File: config.mk
export PLATFORM = sky130hd
export DESIGN_NAME = mc_ctrl_fsm
export DESIGN_NICKNAME = d
export VERILOG_FILES = /design/src/rtl/mc_ctrl_fsm.sv
export SDC_FILE = /design/constraint.sdc
export NUM_CORES = 1
export LEC_CHECK = 0
export CAP_MARGIN = 10
export CORE_MARGIN = 2
export CORE_UTILIZATION = 46
export DETAILED_ROUTE_END_ITERATION = 16
export GPL_TIMING_DRIVEN = 0
export PLACE_DENSITY = 0.81
export SLEW_MARGIN = 20
export SYNTH_ARGS = -nofsm -noshare
export SYNTH_HDL_FRONTEND = slang
export SYNTH_SLANG_ARGS = --single-unit
File: constraint.sdc
create_clock -name clk -period 3.65 [get_ports clk]
set_input_delay 0.365 -clock clk [delete_from_list [all_inputs] [get_ports clk]]
set_output_delay 0.365 -clock clk [all_outputs]
set_load 0.02 [all_outputs]
File: src/rtl/mc_ctrl_fsm.sv
// Multi-cycle MIPS control FSM with memory ready/timeout handshake, illegal-opcode trap and debug state output.
// Define MC_CTRL_EXT_BR_EN to additionally decode bne, j and jr.
module mc_ctrl_fsm #(
  parameter int ALUOP_W = 4,
  parameter int TO_W    = 4,
  parameter int TIMEOUT = 15
) (
  input  logic               clk,
  input  logic               rst,
  input  logic               Zero,
  input  logic [5:0]         Op,
  input  logic [5:0]         Func,
  input  logic               MemRdy,
  output logic               PCWr,
  output logic               IRWr,
  output logic               RFWr,
  output logic               DMWr,
  output logic               DMRd,
  output logic [1:0]         EXTSel,
  output logic [ALUOP_W-1:0] ALUOp,
  output logic [1:0]         NPCOp,
  output logic [1:0]         RegSel,
  output logic [1:0]         WDSel,
  output logic               BSel,
  output logic               IllOp,
  output logic               MemErr,
  output logic [3:0]         State
);

  // ALU operation codes as defined by the datapath's ALU.
  localparam logic [3:0] ALU_ADDU = 4'd1;
  localparam logic [3:0] ALU_SUBU = 4'd2;
  localparam logic [3:0] ALU_ADD  = 4'd3;
  localparam logic [3:0] ALU_SUB  = 4'd4;
  localparam logic [3:0] ALU_AND  = 4'd5;
  localparam logic [3:0] ALU_OR   = 4'd6;
  localparam logic [3:0] ALU_XOR  = 4'd7;
  localparam logic [3:0] ALU_NOR  = 4'd8;
  localparam logic [3:0] ALU_SLT  = 4'd9;
  localparam logic [3:0] ALU_SLTU = 4'd10;

  localparam logic [5:0] OP_RTYPE = 6'h00;
  localparam logic [5:0] OP_ORI   = 6'h0D;
  localparam logic [5:0] OP_ADDI  = 6'h08;
  localparam logic [5:0] OP_ADDIU = 6'h09;
  localparam logic [5:0] OP_ANDI  = 6'h0C;
  localparam logic [5:0] OP_XORI  = 6'h0E;
  localparam logic [5:0] OP_LW    = 6'h23;
  localparam logic [5:0] OP_SW    = 6'h2B;
  localparam logic [5:0] OP_BEQ   = 6'h04;
  localparam logic [5:0] OP_JAL   = 6'h03;
`ifdef MC_CTRL_EXT_BR_EN
  localparam logic [5:0] OP_BNE   = 6'h05;
  localparam logic [5:0] OP_J     = 6'h02;
  localparam logic [5:0] FN_JR    = 6'h08;
`endif

  typedef enum logic [3:0] {
    S_FETCH = 4'd0,
    S_DCD   = 4'd1,
    S_MA    = 4'd2,
    S_MR    = 4'd3,
    S_MEMWB = 4'd4,
    S_MW    = 4'd5,
    S_EXE   = 4'd6,
    S_ALUWB = 4'd7,
    S_BR    = 4'd8,
    S_JMP   = 4'd9,
    S_ILL   = 4'd10
  } state_t;

  state_t          state_reg, state_next;
  logic [TO_W-1:0] cnt_reg, cnt_next;

  logic       is_rtype, is_lw, is_sw, is_beq, is_jal;
  logic       r_alu_ok, i_alu_ok, alu_ok, ext_signed;
  logic [3:0] r_alu_code, i_alu_code;
  logic       in_wait, timeout;
`ifdef MC_CTRL_EXT_BR_EN
  logic       is_bne, is_j, is_jr;
`endif

  always_comb begin
    is_rtype   = (Op == OP_RTYPE);
    is_lw      = (Op == OP_LW);
    is_sw      = (Op == OP_SW);
    is_beq     = (Op == OP_BEQ);
    is_jal     = (Op == OP_JAL);
    ext_signed = is_lw || is_sw || is_beq || (Op == OP_ADDI);

    r_alu_ok   = 1'b1;
    r_alu_code = 4'd0;
    case (Func)
      6'h21:   r_alu_code = ALU_ADDU;
      6'h23:   r_alu_code = ALU_SUBU;
      6'h20:   r_alu_code = ALU_ADD;
      6'h22:   r_alu_code = ALU_SUB;
      6'h24:   r_alu_code = ALU_AND;
      6'h25:   r_alu_code = ALU_OR;
      6'h26:   r_alu_code = ALU_XOR;
      6'h27:   r_alu_code = ALU_NOR;
      6'h2A:   r_alu_code = ALU_SLT;
      6'h2B:   r_alu_code = ALU_SLTU;
      default: r_alu_ok   = 1'b0;
    endcase

    i_alu_ok   = 1'b1;
    i_alu_code = 4'd0;
    case (Op)
      OP_ORI:   i_alu_code = ALU_OR;
      OP_ADDI:  i_alu_code = ALU_ADD;
      OP_ADDIU: i_alu_code = ALU_ADDU;
      OP_ANDI:  i_alu_code = ALU_AND;
      OP_XORI:  i_alu_code = ALU_XOR;
      default:  i_alu_ok   = 1'b0;
    endcase

    alu_ok = is_rtype ? r_alu_ok : i_alu_ok;
`ifdef MC_CTRL_EXT_BR_EN
    is_bne = (Op == OP_BNE);
    is_j   = (Op == OP_J);
    is_jr  = is_rtype && (Func == FN_JR);
`endif
  end

  assign in_wait = (state_reg == S_FETCH) || (state_reg == S_MR) || (state_reg == S_MW);
  // MemRdy arriving in the same cycle as the limit still completes the access.
  assign timeout = in_wait && !MemRdy && (cnt_reg == TO_W'(TIMEOUT));

  always_comb begin
    state_next = state_reg;
    PCWr   = 1'b0;
    IRWr   = 1'b0;
    RFWr   = 1'b0;
    DMWr   = 1'b0;
    DMRd   = 1'b0;
    EXTSel = 2'd0;
    ALUOp  = '0;
    NPCOp  = 2'd0;
    RegSel = 2'd0;
    WDSel  = 2'd0;
    BSel   = 1'b0;
    IllOp  = 1'b0;
    MemErr = 1'b0;

    case (state_reg)
      S_FETCH: begin
        IRWr = 1'b1;
        PCWr = MemRdy;
        if (MemRdy) state_next = S_DCD;
      end
      S_DCD: begin
        EXTSel = ext_signed ? 2'd1 : 2'd0;
        if (alu_ok)                state_next = S_EXE;
        else if (is_lw || is_sw)   state_next = S_MA;
        else if (is_beq)           state_next = S_BR;
        else if (is_jal)           state_next = S_JMP;
`ifdef MC_CTRL_EXT_BR_EN
        else if (is_bne)           state_next = S_BR;
        else if (is_j || is_jr)    state_next = S_JMP;
`endif
        else                       state_next = S_ILL;
      end
      S_EXE: begin
        BSel       = !is_rtype;
        ALUOp      = ALUOP_W'(is_rtype ? r_alu_code : i_alu_code);
        EXTSel     = (Op == OP_ADDI) ? 2'd1 : 2'd0;
        state_next = S_ALUWB;
      end
      S_ALUWB: begin
        RFWr       = 1'b1;
        RegSel     = is_rtype ? 2'd0 : 2'd1;
        state_next = S_FETCH;
      end
      S_MA: begin
        BSel       = 1'b1;
        EXTSel     = 2'd1;
        ALUOp      = ALUOP_W'(ALU_ADDU);
        state_next = is_sw ? S_MW : S_MR;
      end
      S_MR: begin
        DMRd = 1'b1;
        if (MemRdy) state_next = S_MEMWB;
      end
      S_MW: begin
        DMWr = 1'b1;
        if (MemRdy) state_next = S_FETCH;
      end
      S_MEMWB: begin
        RFWr       = 1'b1;
        RegSel     = 2'd1;
        WDSel      = 2'd1;
        state_next = S_FETCH;
      end
      S_BR: begin
        ALUOp = ALUOP_W'(ALU_SUBU);
        NPCOp = 2'd1;
        PCWr  = Zero;
`ifdef MC_CTRL_EXT_BR_EN
        if (is_bne) PCWr = !Zero;
`endif
        state_next = S_FETCH;
      end
      S_JMP: begin
        PCWr   = 1'b1;
        NPCOp  = 2'd2;
        RFWr   = 1'b1;
        RegSel = 2'd2;
        WDSel  = 2'd2;
`ifdef MC_CTRL_EXT_BR_EN
        if (is_jr) NPCOp = 2'd3;
        if (is_j || is_jr) RFWr = 1'b0;
`endif
        state_next = S_FETCH;
      end
      S_ILL: begin
        IllOp      = 1'b1;
        state_next = S_FETCH;
      end
      default: state_next = S_FETCH;
    endcase

    // An abandoned access must leave no architectural side effects.
    if (timeout) begin
      MemErr     = 1'b1;
      PCWr       = 1'b0;
      IRWr       = 1'b0;
      RFWr       = 1'b0;
      DMWr       = 1'b0;
      state_next = S_FETCH;
    end
  end

  assign cnt_next = (in_wait && !MemRdy && !timeout && (state_next == state_reg))
                    ? cnt_reg + 1'b1 : '0;

  always_ff @(posedge clk or negedge rst) begin
    if (!rst) begin
      state_reg <= S_FETCH;
      cnt_reg   <= '0;
    end else begin
      state_reg <= state_next;
      cnt_reg   <= cnt_next;
    end
  end

  assign State = state_reg;

endmodule
==> results.md <==
- Status: complete, no violations
- Fmax: 0.310 GHz
- Wire length per cell: 13.7 um
- CTS tree: yes
- Crit. End Element: primary output
- Synthesized instance count: 133
- Synthesized net count: 150
- Max Fanout on Critical Path: 6
- RSZ-0062 raised after global routing: false
- Critical Path RT: 3.28 ns
- CTS root buf: clkbuf_4
- Pre-Repair DR Iteration Count: 4
- Asr flop ratio synth: 100%
- HPWL Detailed: 2130 um
- Post-CTS sizing: 0
- Clock sink total: 8
- Die height: 50.4 um
- Startpoint types: input port
- R2R Setup Slk: 1.87 ns
- Post-synthesis register bit count: 8
- IO buf count: 36
- Worst-skew pair later-pin latency: 0.25 ns
- Leakage: 0.000512 uW
- Post-route ant nets: 0
- Hold-fix buffers, CTS: 0
- Most used DFF post-synth: dfrtp_1
- R2r endpoint: cnt_reg[2]
- RR Startpoint: State[2]
- Max VDD drop: 0.312 mV
- Initial drt markers: 17
- Clock Tree Buf Depth: 2
- Worst reg-to-reg path cell count: 5
- First-pass GRT wire length: 4740 um
- Post-synth EDFFs: 0
- TritonCTS Buffers: 3
- Slew HR: 65.3%
- Final critical-path required period: 3.22 ns
- Maximum number of pins on one net before global-route repair: 11
- Synthesized area per cell: 7.43 um^2
- Pins Over Slew Limit: 0
- Reg clk slew, reported paths: 0.05 ns
- Setup TNS: 0 ns
- Slew at the pin with the worst max-slew slack: 0.520 ns
- Post-Route WL: 2720 um
- Vias per std cell: 5.76
- Congestion Overflow GR: 0
- Netlist Area Pre-Place: 988 um^2
- Final Cell Area: 1410 um^2
- Area of the core: 2000 um^2
- All-Layer GR Usage: 23.4%
- Vias in the first global route: 1082
- # H-tree levels: 1
- Final worst-path cycle share: 88.3%
- Nets: 191
- Ant diodes: 0
- Clock skew: 0.00500 ns
- Finish-stage setup viols: 0
- Hold Vio Cnt, Final: 0
- Count of cell types in the netlist: 49
- PwrDens: 542 nW/um^2
- Initial antenna violation count: 0
- Routed via count: 1147
- Die W: 50.4 um
- Fraction of layout cells with a size suffix above 1: 9.30%
- CP Data Arrival Time: 2.86 ns
- Total setup buffers inserted after CTS: 0
- Synth warn: 0
- Final GP Congestion: 0.881
- Total of max-cap violations: 0
- Die area: 2540 um^2
- Hold Crit Class: in2async
- Crit path kind: in2out
- Register area share after synthesis: 20.3%
- Initial Util: 49.4%
- DP Area: 1380 um^2
- DRC Markers: 0
- Area grow syn2layout: 42.2%
- Rows: 16
- I/O pins: 40
## worst max-delay path by stage
stage              from  endpoint  slack, ns
4_1_cts           Op[3]  ALUOp[0]       0.43
2_1_floorplan  State[0]      IRWr       1.41
3_5_place_dp      Op[3]  ALUOp[0]       0.44
6_report          Op[3]  ALUOp[0]       0.43
3_3_place_gp      Op[3]  ALUOp[0]       0.45
5_1_grt           Op[3]  ALUOp[0]       0.32
## critical path, stage by stage
cell and delay, ns:
clkdlybuf4s50_1 0.50, or4_4 0.58, nor4b_4 0.42, o21ai_2 0.12, a211oi_2 0.23, clkdlybuf4s50_1 0.63
## kinds of logic after synthesis
group,after synthesis,synth area share [%]
muxes,2,2.15
AOI/OAI and AO/OA,38,25.4
DFF,8,20.3
adders and majority gates,1,1.27
xor gates and xnor gates,6,5.32
buffers and inverters,15,7.72
other,1,0.379
and+or+nand+nor,62,37.5
## cells in the mapped netlist (all sizes together) (4+ instances only)
master / count / area share (%)
nor2: 15 / 5.7
nand2: 4 / 1.5
dfrtp: 8 / 20
nor3: 8 / 4.1
nand3: 4 / 2.0
o21ai: 11 / 5.9
a211oi: 4 / 3.5
a21oi: 7 / 3.5
buf: 6 / 4.3
inv: 4 / 1.5
nand2b: 11 / 7.0
clkbuf: 5 / 1.9
## cells in the final DEF (no fill, tap or decap), types with 3 or more instances in the layout
cell and count:
nor2_1 15, o21ai_0 10, a31oi_1 3, nand2_1 4
nor4_1 3, a21oi_1 7, dfrtp_1 8, a211oi_1 3
inv_1 4, clkbuf_4 3, nor3_1 8, xnor2_1 3
clkdlybuf4s50_1 36, buf_4 3, xor2_1 3, clkbuf_1 5
nand2b_1 11, nand3_1 4, nor3b_1 3
## report_power, final
part	leakage, uW	total, uW	internal [uW]	switching, uW
clock network	0.0000138	63.1	37.3	25.8
registers	0.000107	133	112	21.0
logic	0.000391	566	250	317
total	0.000512	762	399	363
## per-layer routing
| metal | global-route usage (%) | vias up | wire [um] |
|---|---|---|---|
| met3 | 3.57 | 2 | 130 |
| met2 | 39.7 | 42 | 1310 |
| met5 | 0 | - | 0 |
| met4 | 5.86 | 0 | 22 |
| met1 | 31.0 | 533 | 1260 |
| li1 | - | 570 | - |
## per-stage QoR
stage               util, %  cells  hold WS (ns)  power [uW]  worst slack (ns)
global route           70.2    199         0.397         822             0.320
CTS                    70.2    199         0.392         762             0.434
floorplan                 -    133        0.0694         479              1.41
detailed placement     69.1    196         0.461         694             0.439
finish                 70.2    199         0.384         762             0.428
global placement       69.1    196         0.446         684             0.451
## final cells by class
cell class                      count  area, um^2
Fill cell                         171         597
Timing Repair Buffer               36         360
Tap cell                           27        33.8
Clock buffer                        3        22.5
Inverter                            4        15.0
Multi-Input combinational cell    110         712
Sequential cell                     8         200
Buffer                             11        61.3
Power figures use the tool's default switching activity.
